<file path="config.mk">
export PLATFORM = sky130hd
export DESIGN_NAME = wb_stage
export DESIGN_NICKNAME = d
export VERILOG_FILES = /design/src/rtl/wb_stage.sv
export SDC_FILE = /design/constraint.sdc
export NUM_CORES = 1
export LEC_CHECK = 0
export CORE_MARGIN = 2
export CORE_UTILIZATION = 50
export CTS_CLUSTER_SIZE = 16
export DETAILED_ROUTE_END_ITERATION = 6
export GPL_TIMING_DRIVEN = 0
export PLACE_DENSITY = 0.86
export SKIP_CTS_REPAIR_TIMING = 1
export SLEW_MARGIN = 10
export SYNTH_ARGS = -nofsm -noshare
export SYNTH_HDL_FRONTEND = slang
export SYNTH_SLANG_ARGS = --single-unit
</file>
<file path="constraint.sdc">
create_clock -name clk_in -period 8.4 [get_ports clk_in]
set_input_delay 0.84 -clock clk_in [delete_from_list [all_inputs] [get_ports clk_in]]
set_output_delay 0.84 -clock clk_in [all_outputs]
set_load 0.02 [all_outputs]
</file>
<file path="src/rtl/wb_stage.sv">
// Write-back stage: retires MEM-stage instructions into the GPR file, aligning/extending load data.
// Latency 1 for non-loads, dmem_ack+1 for loads; mem_rdy is low while a load waits on data memory.
module wb_stage #(
  parameter int RSZ     = 32,
  parameter int GPR_ASZ = 5,
  parameter int CNT_SZ  = 64
) (
  input  logic               clk_in,
  input  logic               reset_n_in,
  input  logic               mem_valid,
  output logic               mem_rdy,
  input  logic               mem_rd_wr,
  input  logic [GPR_ASZ-1:0] mem_rd_addr,
  input  logic [RSZ-1:0]     mem_rd_data,
  input  logic               mem_is_ld,
  input  logic [1:0]         mem_ld_size,
  input  logic               mem_ld_unsigned,
  input  logic [1:0]         mem_ld_offset,
  input  logic               dmem_ack,
  input  logic [RSZ-1:0]     dmem_rd_data,
  input  logic               dmem_err,
  input  logic               flush_in,
  output logic               gpr_Rd_wr,
  output logic [GPR_ASZ-1:0] gpr_Rd_addr,
  output logic [RSZ-1:0]     gpr_Rd_data,
  output logic               retire,
  output logic               ld_err,
  output logic [CNT_SZ-1:0]  instret
);

  typedef enum logic {IDLE, WAIT_LD} state_t;

  state_t state, state_n;

  logic               rdy_q;
  logic               ld_rd_wr;
  logic [GPR_ASZ-1:0] ld_addr;
  logic [1:0]         ld_size;
  logic [1:0]         ld_off;
  logic               ld_uns;

  logic               xfer;
  logic               wr_n, retire_n, err_n, cap_n;
  logic [GPR_ASZ-1:0] addr_n;
  logic [RSZ-1:0]     data_n;
  logic [RSZ-1:0]     shifted, ld_val;
  logic               ld_bad;

  // mem_rdy is registered so it reads 0 while reset is asserted
  assign mem_rdy = rdy_q;
  assign xfer    = mem_valid & rdy_q;

  always_comb begin
    shifted = dmem_rd_data >> {ld_off, 3'b000};
    case (ld_size)
      2'd0:    ld_val = {{(RSZ-8){~ld_uns & shifted[7]}}, shifted[7:0]};
      2'd1:    ld_val = {{(RSZ-16){~ld_uns & shifted[15]}}, shifted[15:0]};
      default: ld_val = shifted;
    endcase
    ld_bad = dmem_err
           | (ld_size == 2'd3)
           | ((ld_size == 2'd1) & (ld_off == 2'd3))
           | ((ld_size == 2'd2) & (ld_off != 2'd0));
  end

  always_comb begin
    state_n  = state;
    wr_n     = 1'b0;
    retire_n = 1'b0;
    err_n    = 1'b0;
    cap_n    = 1'b0;
    addr_n   = mem_rd_addr;
    data_n   = mem_rd_data;
    case (state)
      IDLE: begin
        if (!flush_in && xfer) begin
          if (mem_is_ld) begin
            cap_n   = 1'b1;
            state_n = WAIT_LD;
          end else begin
            wr_n     = mem_rd_wr & (mem_rd_addr != '0);
            retire_n = 1'b1;
          end
        end
      end
      WAIT_LD: begin
        if (flush_in) begin
          state_n = IDLE;
        end else if (dmem_ack) begin
          state_n = IDLE;
          addr_n  = ld_addr;
          data_n  = ld_val;
          if (ld_bad) begin
            err_n = 1'b1;
          end else begin
            wr_n     = ld_rd_wr & (ld_addr != '0);
            retire_n = 1'b1;
          end
        end
      end
      default: state_n = IDLE;
    endcase
  end

  always_ff @(posedge clk_in or negedge reset_n_in) begin
    if (!reset_n_in) begin
      state <= IDLE;
    end else begin
      state <= state_n;
    end
  end

  always_ff @(posedge clk_in or negedge reset_n_in) begin
    if (!reset_n_in) begin
      rdy_q       <= 1'b0;
      gpr_Rd_wr   <= 1'b0;
      gpr_Rd_addr <= '0;
      gpr_Rd_data <= '0;
      retire      <= 1'b0;
      ld_err      <= 1'b0;
      instret     <= '0;
      ld_rd_wr    <= 1'b0;
      ld_addr     <= '0;
      ld_size     <= 2'd0;
      ld_off      <= 2'd0;
      ld_uns      <= 1'b0;
    end else begin
      rdy_q     <= (state_n == IDLE);
      gpr_Rd_wr <= wr_n;
      retire    <= retire_n;
      ld_err    <= err_n;
      instret   <= instret + CNT_SZ'(retire_n);
      // write port holds its last value between writes
      if (wr_n) begin
        gpr_Rd_addr <= addr_n;
        gpr_Rd_data <= data_n;
      end
      if (cap_n) begin
        ld_rd_wr <= mem_rd_wr;
        ld_addr  <= mem_rd_addr;
        ld_size  <= mem_ld_size;
        ld_off   <= mem_ld_offset;
        ld_uns   <= mem_ld_unsigned;
      end
    end
  end

endmodule

</file>
==> impl_metrics.xml, run 1 <==
<?xml version="1.0" encoding="UTF-8"?>
<metrics>
  <group name="status">
    <metric name="outcome" unit="">completed</metric>
  </group>
  <group name="setup_path">
    <metric name="timing.critical_path.slowest_cell_delay" unit="ns">0.53</metric>
    <metric name="crit_chain" unit="">clkdlybuf4s50_1 &gt; nand2b_1 &gt; nor2_1 &gt; clkbuf_1 &gt; a22o_1 &gt; ha_1 &gt; ha_1 &gt; inv_1 &gt; or4_1 &gt; buf_2 &gt; or3_1 &gt; buf_6 &gt; buf_6 &gt; nor3_2 &gt; xor2_1</metric>
    <metric name="end_kind" unit="">register</metric>
    <metric name="cp_data_arrival_time" unit="ns">4.89</metric>
    <metric name="cp_slowest_cell" unit="">sky130_fd_sc_hd__or4_1</metric>
    <metric name="setup.worst_path.class" unit="">input pin to register</metric>
    <metric name="cp_data_required_time" unit="ns">8.74</metric>
    <metric name="setup.worst_path.start_class" unit="">input pin</metric>
    <metric name="worst-path-max-fanout" unit="">10</metric>
  </group>
  <group name="clocking">
    <metric name="cts_tree" unit="">built</metric>
    <metric name="cts.htree.levels" unit="">4</metric>
    <metric name="cts_inserted_buffers" unit="">17</metric>
    <metric name="ctsRootBufferMaster" unit="">sky130_fd_sc_hd__clkbuf_16</metric>
    <metric name="worst_setup_hold_path_clk_slew" unit="ns">0.05</metric>
    <metric name="cts-root-to-sink-buffers" unit="">2</metric>
    <metric name="clkSinkCount" unit="">117</metric>
    <metric name="clkLatencyLatePin" unit="ns">0.42</metric>
  </group>
  <group name="sta">
    <metric name="finalSetupViolations" unit="">0</metric>
    <metric name="grt_setup_unrepaired" unit="">false</metric>
    <metric name="timing.fmax" unit="GHz">0.220</metric>
    <metric name="max_slew_margin" unit="%">42.0</metric>
    <metric name="time_the_final_worst_path_needs_with_i_o_delays_and_setup" unit="ns">4.55</metric>
    <metric name="worst_pin_slew" unit="ns">0.862</metric>
    <metric name="final_setup_tns" unit="ns">0</metric>
    <metric name="layout_worst_path_cycle_share" unit="%">54.2</metric>
    <metric name="hold_violations" unit="">0</metric>
    <metric name="slew_viol_final" unit="">0</metric>
    <metric name="timing.clock.skew" unit="ns">0.00887</metric>
  </group>
  <group name="global_route">
    <metric name="grt_remaining_overflow" unit="">0</metric>
    <metric name="maximum_number_of_pins_on_one_net_before_global_route_repair" unit="">66</metric>
    <metric name="gr-usage-all-layers" unit="%">28.4</metric>
    <metric name="grt_antenna_before_repair" unit="">0</metric>
    <metric name="number_of_global_route_vias_before_repair" unit="">5538</metric>
    <metric name="wire_length_of_the_first_global_routing_pass" unit="um">28000</metric>
  </group>
  <group name="job">
    <metric name="drv_cap" unit="">0</metric>
  </group>
  <group name="route">
    <metric name="routedWlPerCell" unit="um">18.5</metric>
    <metric name="vias_per_cell" unit="">5.78</metric>
    <metric name="drt_first_iter_violations" unit="">351</metric>
    <metric name="drc" unit="">0</metric>
    <metric name="antenna_left" unit="">0</metric>
    <metric name="route.vias.total" unit="">5465</metric>
    <metric name="finalWirelength" unit="um">17500</metric>
    <metric name="detail_route.first_pass.iterations" unit="">5</metric>
  </group>
  <group name="synthesis">
    <metric name="netlist.top_cell.by_area" unit="">sky130_fd_sc_hd__dfrtp_1</metric>
    <metric name="cell_types_with_the_highest_counts_after_synthesis" unit="">sky130_fd_sc_hd__dfrtp_1 (117), sky130_fd_sc_hd__nand2_1 (76), sky130_fd_sc_hd__nor2_1 (47)</metric>
    <metric name="netlist_area" unit="sq um">5800</metric>
    <metric name="post_synth_inst_count" unit="">586</metric>
    <metric name="synth_nets" unit="">670</metric>
    <metric name="synth.yosys.warnings" unit="">0</metric>
    <metric name="number_of_synthesized_flops_with_an_enable_pin" unit="">0</metric>
    <metric name="synth_seq_cells" unit="">117</metric>
    <metric name="synthFlopType" unit="">sky130_fd_sc_hd__dfrtp_1</metric>
    <metric name="synth_top_area_share" unit="%">50.5</metric>
    <metric name="synth.most_common_cell" unit="">sky130_fd_sc_hd__dfrtp_1</metric>
    <metric name="async_reset_ff_share" unit="%">100</metric>
    <metric name="netlist_top_cells_area" unit="">sky130_fd_sc_hd__dfrtp_1 (51%), sky130_fd_sc_hd__xor2_1 (6.2%), sky130_fd_sc_hd__nand2_1 (4.9%)</metric>
    <metric name="synth.avg_cell_area" unit="sq um">9.89</metric>
    <metric name="synth_cell_types" unit="">41</metric>
    <metric name="seq_area_frac_synth" unit="%">50.5</metric>
  </group>
  <group name="power_and_ir_drop">
    <metric name="power_leakage" unit="uW">0.00369</metric>
    <metric name="p_total" unit="uW">1820</metric>
    <metric name="vdd_ir_drop_max" unit="uV">141</metric>
    <metric name="cellPowerDensity" unit="nW/um^2">217</metric>
  </group>
  <group name="final_layout">
    <metric name="flow.area_growth_from_synthesis" unit="%">44.8</metric>
    <metric name="layout.cells.non_filler" unit="">945</metric>
    <metric name="antenna_cells" unit="">0</metric>
    <metric name="layout.filler_cells" unit="">795</metric>
    <metric name="final_layout_size_suffix_gt1_share" unit="%">6.98</metric>
    <metric name="finish.net_count" unit="">876</metric>
  </group>
  <group name="floorplan">
    <metric name="die_width" unit="um">112</metric>
    <metric name="floorplan.initialDensity" unit="%">51.0</metric>
    <metric name="chipHeight" unit="um">112</metric>
    <metric name="rows" unit="">39</metric>
    <metric name="io_pins" unit="">187</metric>
    <metric name="fp.coreArea" unit="sq um">11400</metric>
    <metric name="fp.dieArea" unit="sq um">12500</metric>
  </group>
  <group name="placement">
    <metric name="placed_cells_incl_taps" unit="">916</metric>
    <metric name="detailedPlacementHpwl" unit="um">13200</metric>
    <metric name="numPortBuffers" unit="">186</metric>
    <metric name="gpl.final_weighted_congestion" unit="">0.902</metric>
  </group>
  <group name="worst_hold_path">
    <metric name="worst_min_delay_path_category" unit="">input pin to async pin</metric>
  </group>
</metrics>
## power breakdown
| part | switching [uW] | internal [uW] | total, uW |
|---|---|---|---|
| clock network | 247 | 409 | 656 |
| registers | 59.4 | 641 | 700 |
| logic | 244 | 218 | 462 |
| total | 551 | 1270 | 1820 |
## layout make-up
cell class	instances	area, sq um	share of cell area, %
multi-input combinational	427	2690	32.1
sequential	117	2930	34.9
inverter	10	37.5	0.447
tap	143	179	2.13
buffer	32	138	1.64
clock buffer	25	505	6.02
clock inverter	4	22.5	0.268
timing repair buffer	187	1890	22.5
## metal layers
layer / vias to the layer above / routed length (um) / global-route usage (%) / part of all wire (%)
li1: 2482 / - / - / -
met1: 2661 / 6640 / 34.3 / 38
met2: 285 / 8800 / 47.9 / 50
met3: 37 / 1620 / 8.66 / 9.2
met4: 0 / 456 / 10.9 / 2.6
met5: - / 0 / 0 / 0
## state kept, by name (all words and copies together) (netlist names)
signal / cells
gpr_Rd_addr: 5
gpr_Rd_data: 32
gpr_Rd_wr: 1
instret: 64
ld_addr: 5
ld_err: 1
ld_off: 2
ld_rd_wr: 1
ld_size: 2
ld_uns: 1
mem_rdy: 1
retire: 1
state: 1
## worst max-delay path, delay by kind of cell
| family | cells | cell delay [ns] |
|---|---|---|
| simple gates | 5 | 1.68 |
| buf+inv | 6 | 1.45 |
| fa+ha+maj | 2 | 0.45 |
| compound gates | 1 | 0.28 |
| xor+xnor | 1 | 0.18 |
## cells by family (layout without fill, tap and decap cells)
logic type,Yosys count,count (layout),share of synthesized area (%)
AOI/OAI and AO/OA,100,100,10.8
xor gates and xnor gates,62,62,9.37
adders and majority gates,2,2,0.432
buffers and inverters,42,258,3.02
DFF,117,117,50.5
muxes,34,34,6.32
and+or+nand+nor,229,229,19.6
## per-stage QoR
stage | util, % | worst slack (ns) | area [sq um] | hold slack [ns]
after floorplan | - | 4.59 | 5800 | 0.478
after global placement | 68.9 | 2.16 | 7840 | 0.457
after detailed placement | 69.2 | 3.58 | 7870 | 0.470
after CTS | 73.8 | 3.90 | 8390 | 0.441
after global routing | 73.8 | 3.75 | 8390 | 0.468
final | 73.8 | 3.85 | 8390 | 0.407
## cells in the final DEF (no fill, tap or decap), drive strengths merged, types with 6 or more instances in the layout
cell type      instances
nand4                 15
nor4                  12
mux2                  11
clkbuf                45
buf                   14
mux2i                 22
inv                   10
a211oi                15
a21oi                 23
xor2                  41
dfrtp                117
nor2b                  8
and4                   6
o21ai                 30
nor2                  47
o22ai                  8
o31ai                 16
xnor2                 21
nand3                 22
nand2                 76
nor3                  25
clkdlybuf4s50        185
## final timing paths
kind,slack (ns),from,endpoint,depth (start not counted)
worst min register to register,0.47,gpr_Rd_data[2]$_DFFE_PN0P_,gpr_Rd_data[2]$_DFFE_PN0P_,2
max in group asynchronous,7.31,reset_n_in,gpr_Rd_data[9]$_DFFE_PN0P_,2
min in group clk_in,0.47,gpr_Rd_data[2]$_DFFE_PN0P_,gpr_Rd_data[2]$_DFFE_PN0P_,2
worst min-delay path,0.41,reset_n_in,instret[39]$_DFF_PN0_,1
worst max register to register,4.46,state$_DFF_PN0_,instret[46]$_DFF_PN0_,14
worst max-delay path,3.85,flush_in,instret[46]$_DFF_PN0_,15
(Power assumes the default switching activity.)
==> run 2: changes to the inputs <==
--- a/config.mk
+++ b/config.mk
@@ -6,11 +6,11 @@
 export NUM_CORES = 1
 export LEC_CHECK = 0
 export CORE_MARGIN = 2
-export CORE_UTILIZATION = 50
+export CORE_UTILIZATION = 42
 export CTS_CLUSTER_SIZE = 16
 export DETAILED_ROUTE_END_ITERATION = 6
 export GPL_TIMING_DRIVEN = 0
-export PLACE_DENSITY = 0.86
+export PLACE_DENSITY = 0.77
 export SKIP_CTS_REPAIR_TIMING = 1
 export SLEW_MARGIN = 10
 export SYNTH_ARGS = -nofsm -noshare
==> constraint.sdc (replaced) <==
create_clock -name clk_in -period 4 [get_ports clk_in]
set_input_delay 0.4 -clock clk_in [delete_from_list [all_inputs] [get_ports clk_in]]
set_output_delay 0.4 -clock clk_in [all_outputs]
set_load 0.02 [all_outputs]
==> impl_metrics.xml, run 2 (synthesis gave the netlist of run 1 again) <==
<?xml version="1.0" encoding="UTF-8"?>
<metrics>
  <group name="final_layout">
    <metric name="layout_common_cells" unit="">sky130_fd_sc_hd__clkdlybuf4s50_1 (185), sky130_fd_sc_hd__dfrtp_1 (117), sky130_fd_sc_hd__nand2_1 (76), sky130_fd_sc_hd__nor2_1 (46), sky130_fd_sc_hd__xor2_1 (41)</metric>
    <metric name="layout.filler_cells" unit="">1072</metric>
    <metric name="largest_register_ffs" unit="">64</metric>
    <metric name="flow.area_growth_from_synthesis" unit="%">47.0</metric>
    <metric name="top_regs" unit="">instret x64, gpr_Rd_data x32</metric>
    <metric name="final_area" unit="sq um">8520</metric>
    <metric name="mostFrequentLayoutCell" unit="">sky130_fd_sc_hd__clkdlybuf4s50_1</metric>
    <metric name="sequential_cell_area" unit="sq um">2930</metric>
    <metric name="final_layout_size_suffix_gt1_share" unit="%">7.69</metric>
    <metric name="layout.cells.non_filler" unit="">982</metric>
    <metric name="antenna_cells" unit="">0</metric>
    <metric name="largest_register" unit="">instret</metric>
    <metric name="finish.net_count" unit="">877</metric>
    <metric name="multiInputGateArea" unit="sq um">2700</metric>
  </group>
  <group name="setup_path">
    <metric name="cp_data_required_time" unit="ns">4.34</metric>
    <metric name="worst-r2r-cell-count" unit="">14</metric>
    <metric name="end_kind" unit="">register</metric>
    <metric name="setup.worst_path.start_class" unit="">input pin</metric>
    <metric name="cp_slowest_cell" unit="">sky130_fd_sc_hd__or4_1</metric>
    <metric name="timing.critical_path.slowest_cell_delay" unit="ns">0.53</metric>
    <metric name="cp_data_arrival_time" unit="ns">4.09</metric>
    <metric name="setup.worst_path.class" unit="">input pin to register</metric>
    <metric name="crit_chain" unit="">clkdlybuf4s50_1 &gt; nand2b_1 &gt; nor2_2 &gt; clkbuf_2 &gt; a22o_1 &gt; ha_1 &gt; ha_1 &gt; inv_1 &gt; or4_1 &gt; buf_2 &gt; or3_1 &gt; buf_6 &gt; buf_6 &gt; nor3_2 &gt; xor2_1</metric>
    <metric name="worst-path-max-fanout" unit="">10</metric>
  </group>
  <group name="route">
    <metric name="vias_per_cell" unit="">5.43</metric>
    <metric name="finalWirelength" unit="um">17700</metric>
    <metric name="drc" unit="">0</metric>
    <metric name="route.vias.total" unit="">5335</metric>
    <metric name="routedWlPerCell" unit="um">18.0</metric>
    <metric name="detail_route.first_pass.iterations" unit="">5</metric>
    <metric name="drt_first_iter_violations" unit="">472</metric>
    <metric name="antenna_left" unit="">0</metric>
  </group>
  <group name="clocking">
    <metric name="cts_inserted_buffers" unit="">17</metric>
    <metric name="clkSinkCount" unit="">117</metric>
    <metric name="cts-root-to-sink-buffers" unit="">2</metric>
    <metric name="ctsRootBufferMaster" unit="">sky130_fd_sc_hd__clkbuf_16</metric>
    <metric name="cts_tree" unit="">built</metric>
    <metric name="worst_setup_hold_path_clk_slew" unit="ns">0.05</metric>
    <metric name="cts.htree.levels" unit="">4</metric>
    <metric name="clkLatencyLatePin" unit="ns">0.42</metric>
  </group>
  <group name="power_and_ir_drop">
    <metric name="power_leakage" unit="uW">0.00373</metric>
    <metric name="cellPowerDensity" unit="nW/um^2">466</metric>
    <metric name="vdd_ir_drop_max" unit="uV">285</metric>
  </group>
  <group name="sta">
    <metric name="max_slew_margin" unit="%">45.2</metric>
    <metric name="finalSetupViolations" unit="">0</metric>
    <metric name="slew_viol_final" unit="">0</metric>
    <metric name="timing.clock.skew" unit="ns">0.00758</metric>
    <metric name="layout_worst_path_cycle_share" unit="%">93.7</metric>
    <metric name="fin_hold_ws" unit="ns">0.437</metric>
    <metric name="worst_pin_slew" unit="ns">0.815</metric>
    <metric name="hold_violations" unit="">0</metric>
    <metric name="time_the_final_worst_path_needs_with_i_o_delays_and_setup" unit="ns">3.75</metric>
    <metric name="timing.fmax" unit="GHz">0.267</metric>
  </group>
  <group name="placement">
    <metric name="numPortBuffers" unit="">186</metric>
    <metric name="placement.cell_area" unit="sq um">7910</metric>
    <metric name="detailedPlacementHpwl" unit="um">13400</metric>
    <metric name="gpl.final_weighted_congestion" unit="">0.887</metric>
    <metric name="placed_cells_incl_taps" unit="">949</metric>
  </group>
  <group name="status">
    <metric name="outcome" unit="">completed</metric>
  </group>
  <group name="job">
    <metric name="drv_cap" unit="">0</metric>
  </group>
  <group name="global_route">
    <metric name="wire_length_of_the_first_global_routing_pass" unit="um">28200</metric>
    <metric name="maximum_number_of_pins_on_one_net_before_global_route_repair" unit="">86</metric>
    <metric name="grt_remaining_overflow" unit="">0</metric>
    <metric name="grt_antenna_before_repair" unit="">0</metric>
    <metric name="gr-usage-all-layers" unit="%">25.1</metric>
    <metric name="number_of_global_route_vias_before_repair" unit="">5508</metric>
  </group>
  <group name="floorplan">
    <metric name="chipHeight" unit="um">121</metric>
    <metric name="io_pins" unit="">187</metric>
    <metric name="die_width" unit="um">121</metric>
    <metric name="fp.coreArea" unit="sq um">13300</metric>
    <metric name="fp.dieArea" unit="sq um">14800</metric>
    <metric name="floorplan.initialDensity" unit="%">43.4</metric>
    <metric name="rows" unit="">42</metric>
  </group>
  <group name="worst_hold_path">
    <metric name="worst_min_delay_path_category" unit="">input pin to async pin</metric>
  </group>
</metrics>
-- run 2: changes by cell type in the layout (fill, tap and decap cells not counted) --
cell	delta
sky130_fd_sc_hd__clkinv_2	+1
sky130_fd_sc_hd__nor2_2	+1
sky130_fd_sc_hd__bufinv_16	+2
sky130_fd_sc_hd__nor2_1	-1
sky130_fd_sc_hd__clkbuf_1	-2
sky130_fd_sc_hd__clkbuf_2	+1
sky130_fd_sc_hd__clkinv_4	+1
sky130_fd_sc_hd__dlygate4sd3_1	+1
-- run 2: final timing paths --
kind | from | endpoint | slack (ns)
min in group clk_in | instret[63]$_DFF_PN0_ | instret[63]$_DFF_PN0_ | 0.47
worst max register to register | state$_DFF_PN0_ | instret[56]$_DFF_PN0_ | 0.41
max in group asynchronous | reset_n_in | gpr_Rd_data[11]$_DFFE_PN0P_ | 2.84
worst min-delay path | reset_n_in | instret[37]$_DFF_PN0_ | 0.44
worst min register to register | instret[63]$_DFF_PN0_ | instret[63]$_DFF_PN0_ | 0.47
worst max-delay path | flush_in | instret[56]$_DFF_PN0_ | 0.25
-- run 2: final cells by class --
cell class	count	area share, %
Clock buffer	24	5.89
Multi-Input combinational cell	427	31.6
Inverter	10	0.441
Clock inverter	8	1.13
Buffer	32	1.63
Tap cell	176	2.58
Sequential cell	117	34.4
Timing Repair Buffer	188	22.3
-- run 2: metal layers --
| layer | track usage [%] | share of wire [%] |
|---|---|---|
| met5 | 0 | 0 |
| met4 | 11.5 | 2.6 |
| met3 | 7.80 | 8.0 |
| met2 | 41.3 | 49 |
| met1 | 30.1 | 40 |
-- run 2: worst max-delay path, delay by kind of cell --
| kind | cells | cell delay [ns] |
|---|---|---|
| adders and majority gates | 2 | 0.45 |
| buffers and inverters | 6 | 1.31 |
| xor gates and xnor gates | 1 | 0.18 |
| and+or+nand+nor | 5 | 1.49 |
| AOI/OAI and AO/OA | 1 | 0.24 |
-- run 2: through the flow --
| step | total power [uW] | utilization (%) | worst slack [ns] | TNS (ns) |
|---|---|---|---|---|
| after floorplan | 1940 | - | 0.629 | 0 |
| after global placement | 2420 | 59.0 | -1.96 | -232.31 |
| after detailed placement | 2450 | 59.2 | -0.450 | -6.24 |
| after CTS | 3990 | 63.7 | -0.0432 | -0.126 |
| after global routing | 4130 | 63.8 | -0.00752 | -0.00752 |
| final | 3970 | 63.8 | 0.253 | 0 |
-- run 2: where the power goes --
| group | leakage, uW | switching (uW) | internal [uW] |
|---|---|---|---|
| sequential | 0.00153 | 120 | 1350 |
| combinational | 0.00191 | 510 | 456 |
| clock | 0.000296 | 543 | 995 |
| total | 0.00373 | 1170 | 2800 |
==> run 3: changes to the inputs <==
--- a/config.mk
+++ b/config.mk
@@ -12,7 +12,7 @@
 export GPL_TIMING_DRIVEN = 0
 export PLACE_DENSITY = 0.77
 export SKIP_CTS_REPAIR_TIMING = 1
-export SLEW_MARGIN = 10
+export SLEW_MARGIN = 0
 export SYNTH_ARGS = -nofsm -noshare
 export SYNTH_HDL_FRONTEND = slang
 export SYNTH_SLANG_ARGS = --single-unit
==> results of run 3 <==
Same layout as run 2: the final DEF is identical, and so are final timing and power.
